==> config.mk <==
export PLATFORM = sky130hd
export DESIGN_NAME = dmem_port_arbiter
export DESIGN_NICKNAME = d
export VERILOG_FILES = /design/src/rtl/dmem_port_arbiter.sv
export SDC_FILE = /design/constraint.sdc
export NUM_CORES = 1
export LEC_CHECK = 0
export ABC_CLOCK_PERIOD_IN_PS = 3500
export CELL_PAD_IN_SITES_DETAIL_PLACEMENT = 1
export CELL_PAD_IN_SITES_GLOBAL_PLACEMENT = 2
export CORE_ASPECT_RATIO = 1.5
export CORE_UTILIZATION = 17
export DETAILED_ROUTE_END_ITERATION = 7
export MAX_ROUTING_LAYER = met4
export PLACE_DENSITY_LB_ADDON = 0.12
export SLEW_MARGIN = 40
export SYNTH_ARGS = -nofsm -noshare
export SYNTH_HDL_FRONTEND = slang
export SYNTH_SLANG_ARGS = --single-unit
==> constraint.sdc <==
create_clock -name clk -period 3.5 [get_ports clk]
set_input_delay 0.875 -clock clk [delete_from_list [all_inputs] [get_ports clk]]
set_output_delay 0.875 -clock clk [all_outputs]
set_load 0.05 [all_outputs]
==> src/rtl/dmem_port_arbiter.sv <==
// Two-requester arbiter for the single data-memory port: CPU has fixed priority,
// DMA gets a forced grant after MAXWAIT denials; reads return tagged one cycle later.
module dmem_port_arbiter #(
    parameter int                DBITS   = 16,
    parameter int                ABITS   = 12,
    parameter int                MAXWAIT = 4,
    parameter logic [DBITS-1:0]  BADVAL  = 16'hDEAD
) (
    input  logic              clk,
    input  logic              rst,
    input  logic              cpu_req,
    input  logic              cpu_we,
    input  logic [DBITS-1:0]  cpu_addr,
    input  logic [DBITS-1:0]  cpu_din,
    output logic              cpu_gnt,
    output logic              cpu_rvalid,
    output logic [DBITS-1:0]  cpu_dout,
    input  logic              dma_req,
    input  logic              dma_we,
    input  logic [DBITS-1:0]  dma_addr,
    input  logic [DBITS-1:0]  dma_din,
    output logic              dma_gnt,
    output logic              dma_rvalid,
    output logic [DBITS-1:0]  dma_dout,
    output logic [ABITS-1:0]  mem_addr,
    output logic [DBITS-1:0]  mem_din,
    output logic              mem_we,
    input  logic [DBITS-1:0]  mem_dout,
    output logic              dma_starved
);

    localparam logic [3:0] MAX_WAIT = 4'(MAXWAIT);

    logic [3:0]       waitcnt;
    logic [3:0]       waitcnt_nxt;
    logic             cpu_inwin;
    logic             dma_inwin;
    logic             any_gnt;
    logic             win_we;
    logic             win_inwin;
    logic             tag_valid;
    logic             tag_owner;   // 0 = CPU, 1 = DMA
    logic             tag_inwin;
    logic [DBITS-1:0] rd_data;
    logic [DBITS-1:0] cpu_dout_q;
    logic [DBITS-1:0] dma_dout_q;
    logic             unused_addr_bits;

    // Byte-address bit 0 never selects anything in a word-wide memory.
    assign unused_addr_bits = cpu_addr[0] ^ dma_addr[0];

    assign cpu_inwin = (cpu_addr[DBITS-1:ABITS+1] == '0);
    assign dma_inwin = (dma_addr[DBITS-1:ABITS+1] == '0);

    // Arbitration is purely combinational on the current request.
    assign dma_starved = dma_req && (waitcnt == MAX_WAIT);
    assign cpu_gnt     = cpu_req && !dma_starved;
    assign dma_gnt     = dma_req && !cpu_gnt;
    assign any_gnt     = cpu_gnt || dma_gnt;

    // Without any grant the port idles on the CPU's values.
    assign win_we    = dma_gnt ? dma_we    : cpu_we;
    assign win_inwin = dma_gnt ? dma_inwin : cpu_inwin;
    assign mem_addr  = dma_gnt ? dma_addr[ABITS:1] : cpu_addr[ABITS:1];
    assign mem_din   = dma_gnt ? dma_din : cpu_din;
    assign mem_we    = !rst && any_gnt && win_we && win_inwin;

    always_comb begin
        // NOTE: default first so every path assigns waitcnt_nxt and no latch is inferred.
        waitcnt_nxt = 4'd0;
        if (dma_req && !dma_gnt && (waitcnt != MAX_WAIT))
            waitcnt_nxt = waitcnt + 4'd1;
    end

    always_ff @(posedge clk or posedge rst) begin
        if (rst) begin
            waitcnt   <= 4'd0;
            tag_valid <= 1'b0;
            tag_owner <= 1'b0;
            tag_inwin <= 1'b0;
        end else begin
            // NOTE: non-blocking assignments so every register samples pre-edge values.
            waitcnt   <= waitcnt_nxt;
            tag_valid <= any_gnt && !win_we;
            tag_owner <= dma_gnt;
            tag_inwin <= win_inwin;
        end
    end

    assign rd_data    = tag_inwin ? mem_dout : BADVAL;
    assign cpu_rvalid = tag_valid && !tag_owner;
    assign dma_rvalid = tag_valid &&  tag_owner;
    assign cpu_dout   = cpu_rvalid ? rd_data : cpu_dout_q;
    assign dma_dout   = dma_rvalid ? rd_data : dma_dout_q;

    // Hold registers keep each requester's last read visible between returns.
    always_ff @(posedge clk or posedge rst) begin
        if (rst) begin
            cpu_dout_q <= '0;
            dma_dout_q <= '0;
        end else begin
            cpu_dout_q <= cpu_dout;
            dma_dout_q <= dma_dout;
        end
    end

endmodule

# Yosys cells after proc, flatten, opt, wreduce, memory -nomap -nowiden
# Index checks and enable logic that the tools add are counted.
# op_classes
n_reduce_logical	20
n_addsub	1
n_eq_ne	2
mux	8
# op_table
op	count
2-to-1 mux 16 bit	4
2-to-1 mux 12 bit	1
logical AND 1 bit	11
logical NOT 1 bit	6
logical NOT 3 bit	2
adder 4 x 1 -> 4 bit (second input constant)	1
== test 4 x 3 -> 1 bit (second input constant)	1
2-to-1 mux 4 bit	1
!= test 4 x 3 -> 1 bit (second input constant)	1
2-to-1 mux 1 bit	2
logical OR 1 bit	1
# totals
wordCells	37
reg_bits	39
inputBits	86

# Depth between registers and ports, before layout
# logic_depth
word_depth	10
depth_mapped	6
depth_no_buf	5

# Least setup slack after synthesis
# Ideal clock, no wire load.
# synth_timing
path_kind	input to output
startpoint	in rst
endpoint	out mem_we
slack_ns	0.222
path_stages	3
t_required_ns	2.625
arrival_time_ns	2.403
cell_sequence	inv_1 > o2111a_1 > a21o_1
# synth_between
elab_chain_len	4
# synth_rtl
item	line	source
from (decl)	10	input logic rst,
logical NOT 1 bit (no source line)	n/a	
logical AND 1 bit (3 in series)	66	assign mem_we = !rst && any_gnt && win_we && win_inwin;
to (decl)	27	output logic mem_we,
# No other way between the ends.

# Worst setup path after layout
# layout_timing
startpoint	in dma_req
endpoint	out mem_din[3]
# layout_between
elab_chain_len	6
# layout_rtl
item	line	source
from (decl)	18	input logic dma_req,
logical AND 1 bit	56	assign dma_starved = dma_req && (waitcnt == MAX_WAIT);
logical NOT 1 bit	57	assign cpu_gnt = cpu_req && !dma_starved;
logical AND 1 bit	57	
logical NOT 1 bit	58	assign dma_gnt = dma_req && !cpu_gnt;
logical AND 1 bit *	58	
2-to-1 mux 16 bit *	65	assign mem_din = dma_gnt ? dma_din : cpu_din;
to (decl)	26	output logic [DBITS-1:0] mem_din,
# Every way passes the cells marked *; elsewhere a longest branch is shown, timed or not.

==> results.py <==
metrics = {
    "run_status": {
        "run_status": "complete, no violations",
    },
    "synth": {
        "seq_area_frac_synth": 0.5042,
        "async_flop_share": 1.000,
        "syn_inst": 190,
        "synth_nets": 278,
        "synth_edf_count": 0,
        "ys_warn_count": 0,
        "ys_types": 26,
        "synthesis.area_um2": 1936,
        "ys_seq_elements": 39,
        "synthFlopType": "dfrtp_1",
        "synth_area_per_cell_um2": 10.19,
    },
    "flow_run": {
        "cap_viol_max_count": 0,
    },
    "setup_path": {
        "cp_data_arrival_time_ns": 2.52,
        "crit_path_end_kind": "output pin",
        "required_ns": 2.62,
        "crit_type": "in2out",
        "worstPathMaxFanout": 12,
        "startpoint_type": "primary input",
    },
    "power": {
        "peakVddDrop_mv": 0.1757,
        "pwr-share-comb": 0.440,
        "clkPwrFrac": 0.264,
        "netSwitchingPower_mw": 0.6506,
        "power-per-cell-area_nw_per_um2": 443.6,
        "seqPwrFrac": 0.297,
        "total_power_mw": 1.787,
        "switching_share": 0.3642,
        "p_leak_nw": 1.772,
        "p_int_mw": 1.136,
    },
    "cts": {
        "root_buffer": "clkbuf_16",
        "post_cts_buffers": 0,
        "holdBufCountCts": 0,
        "cts_sinks": 39,
        "cts_buffers": 5,
        "cts_max_path_buffers": 2,
        "clock_latency_ns": 0.28,
        "cts_tree": "yes",
        "htreeDepth": 2,
        "path_clk_slew_ns": 0.05,
        "ctsResizeCount": 0,
    },
    "timing": {
        "period_share": 0.9712,
        "fin_skew_ns": 0.001240,
        "finalMaxSlewViolations": 0,
        "min_period_ns": 3.399,
        "grt_setup_unrepaired": "false",
        "hold_violations": 0,
        "fin_setup_tns_ns": 0,
        "setup_viol": 0,
        "worstMarginPinSlew_ns": 0.6256,
        "fmax_mhz": 294.2,
        "hold_slack_ns": 0.4976,
        "slew_headroom": 0.5829,
    },
    "grt": {
        "grtUsageTotal": 0.1267,
        "grt_max_degree": 40,
        "grt_pass1_vias": 2268,
        "grt_pass1_wl_mm": 10.96,
        "overflow": 0,
        "antenna_found_initial": 0,
    },
    "routing": {
        "via_per_inst": 4.134,
        "drt-initial-drc-count": 39,
        "vias": 2038,
        "wire_per_inst_um": 14.34,
        "drcViolationCount": 0,
        "ant_nets": 0,
        "drtPass1Iterations": 2,
        "wl_mm": 7.070,
    },
    "die": {
        "die_y_um": 132.7,
        "ios": 152,
        "placementRows": 47,
        "start_util": 0.1751,
        "core-area_um2": 11060,
        "dieArea_um2": 11830,
        "die_x_um": 89.13,
    },
    "worst_hold_path": {
        "hold_class": "reg2reg",
    },
    "final_layout": {
        "area_growth_pct": 108.1,
        "final_util": 0.3643,
        "final_area_um2": 4028,
        "mostFrequentLayoutCells": "85 x clkdlybuf4s50_1, 41 x buf_4, 39 x nand2_1, 39 x dfrtp_1, 32 x o21ai_0",
        "nNetsFinal": 433,
        "fillers": 1270,
        "mostFrequentLayoutCell": "clkdlybuf4s50_1",
        "multi_input_area_um2": 877.1,
        "diodes": 0,
        "drive_above_1_share": 0.3092,
        "register_area_um2": 975.9,
    },
    "placed_design": {
        "io_buffers": 149,
        "place_area_um2": 3839,
        "routabilityCongestion": 0.6975,
        "dp_hpwl_mm": 5.665,
    },
}
final timing paths:
path                             from             to  slack (ns)  cells past startpoint
setup / recovery              dma_req     mem_din[3]        0.10                      6
hold / removal             waitcnt[0]     waitcnt[0]        0.50                      1
setup reg to reg           waitcnt[0]      tag_inwin        1.86                      6
hold reg to reg            waitcnt[0]     waitcnt[0]        0.50                      1
max in group asynchronous         rst  dma_dout_q[6]        2.05                      3
min in group asynchronous         rst      tag_inwin        1.09                      3
power by group through the flow:
stage	clock network, mW	registers [mW]	logic [mW]
finish	0.471	0.530	0.786
global route	0.508	0.538	0.829
CTS	0.493	0.531	0.795
floorplan	0	0.533	0.432
detailed placement	0	0.540	0.793
global placement	0	0.537	0.787
layout make-up:
type | count | share of cell area
Multi-Input combinational cell | 133 | 0.2178
Timing Repair Buffer | 158 | 0.4480
Inverter | 8 | 0.007456
Tap cell | 147 | 0.04567
Clock buffer | 8 | 0.03883
Sequential cell | 39 | 0.2423
flip-flops by register name, summed over array words and instances (netlist names):
register,cells
tag_owner,1
waitcnt,4
dma_dout_q,16
tag_valid,1
tag_inwin,1
cpu_dout_q,16
metrics by stage:
step | instances | worst slack, ns
6_report | 493 | 0.1007
5_1_grt | 493 | 0.0002667
4_1_cts | 492 | 0.08210
3_5_place_dp | 484 | 0.09504
3_3_place_gp | 484 | 0.1068
2_1_floorplan | 190 | 0.2218
cells by family after synthesis:
family                   count (synthesis)  synth area share
AND/OR/NAND/NOR                         63            0.1538
flip-flops                              39            0.5042
AO/OA/AOI/OAI                           37            0.1047
multiplexers                            29            0.1687
buffers and inverters                   18           0.04654
XOR/XNOR                                 2          0.009051
adder cells (fa/ha/maj)                  2           0.01293
layer usage:
metal,up-vias,GRT usage,share of wire
met1,964,0.1316,0.37
met3,5,0.03930,0.097
met5,-,-,0
met4,0,0.03968,0.015
met2,118,0.2226,0.52
li1,951,-,-
worst max-delay path, cell delays in order:
cell	delay, ns
clkdlybuf4s50_1	0.57
inv_1	0.11
o21ai_4	0.22
clkbuf_16	0.22
mux2_2	0.36
buf_12	0.15
cell usage after synthesis (2+ instances only):
master / count / share of area
inv_1: 8 / 0.016
mux2_2: 24 / 0.14
o21ai_0: 32 / 0.083
mux2_1: 5 / 0.029
nor3_1: 2 / 0.0052
clkbuf_1: 7 / 0.014
nand2_1: 39 / 0.076
nor2_1: 4 / 0.0078
dfrtp_1: 39 / 0.50
buf_6: 3 / 0.017
nor2b_1: 11 / 0.036
ha_1: 2 / 0.013
Note: power is estimated with default switching activity, not from simulation.
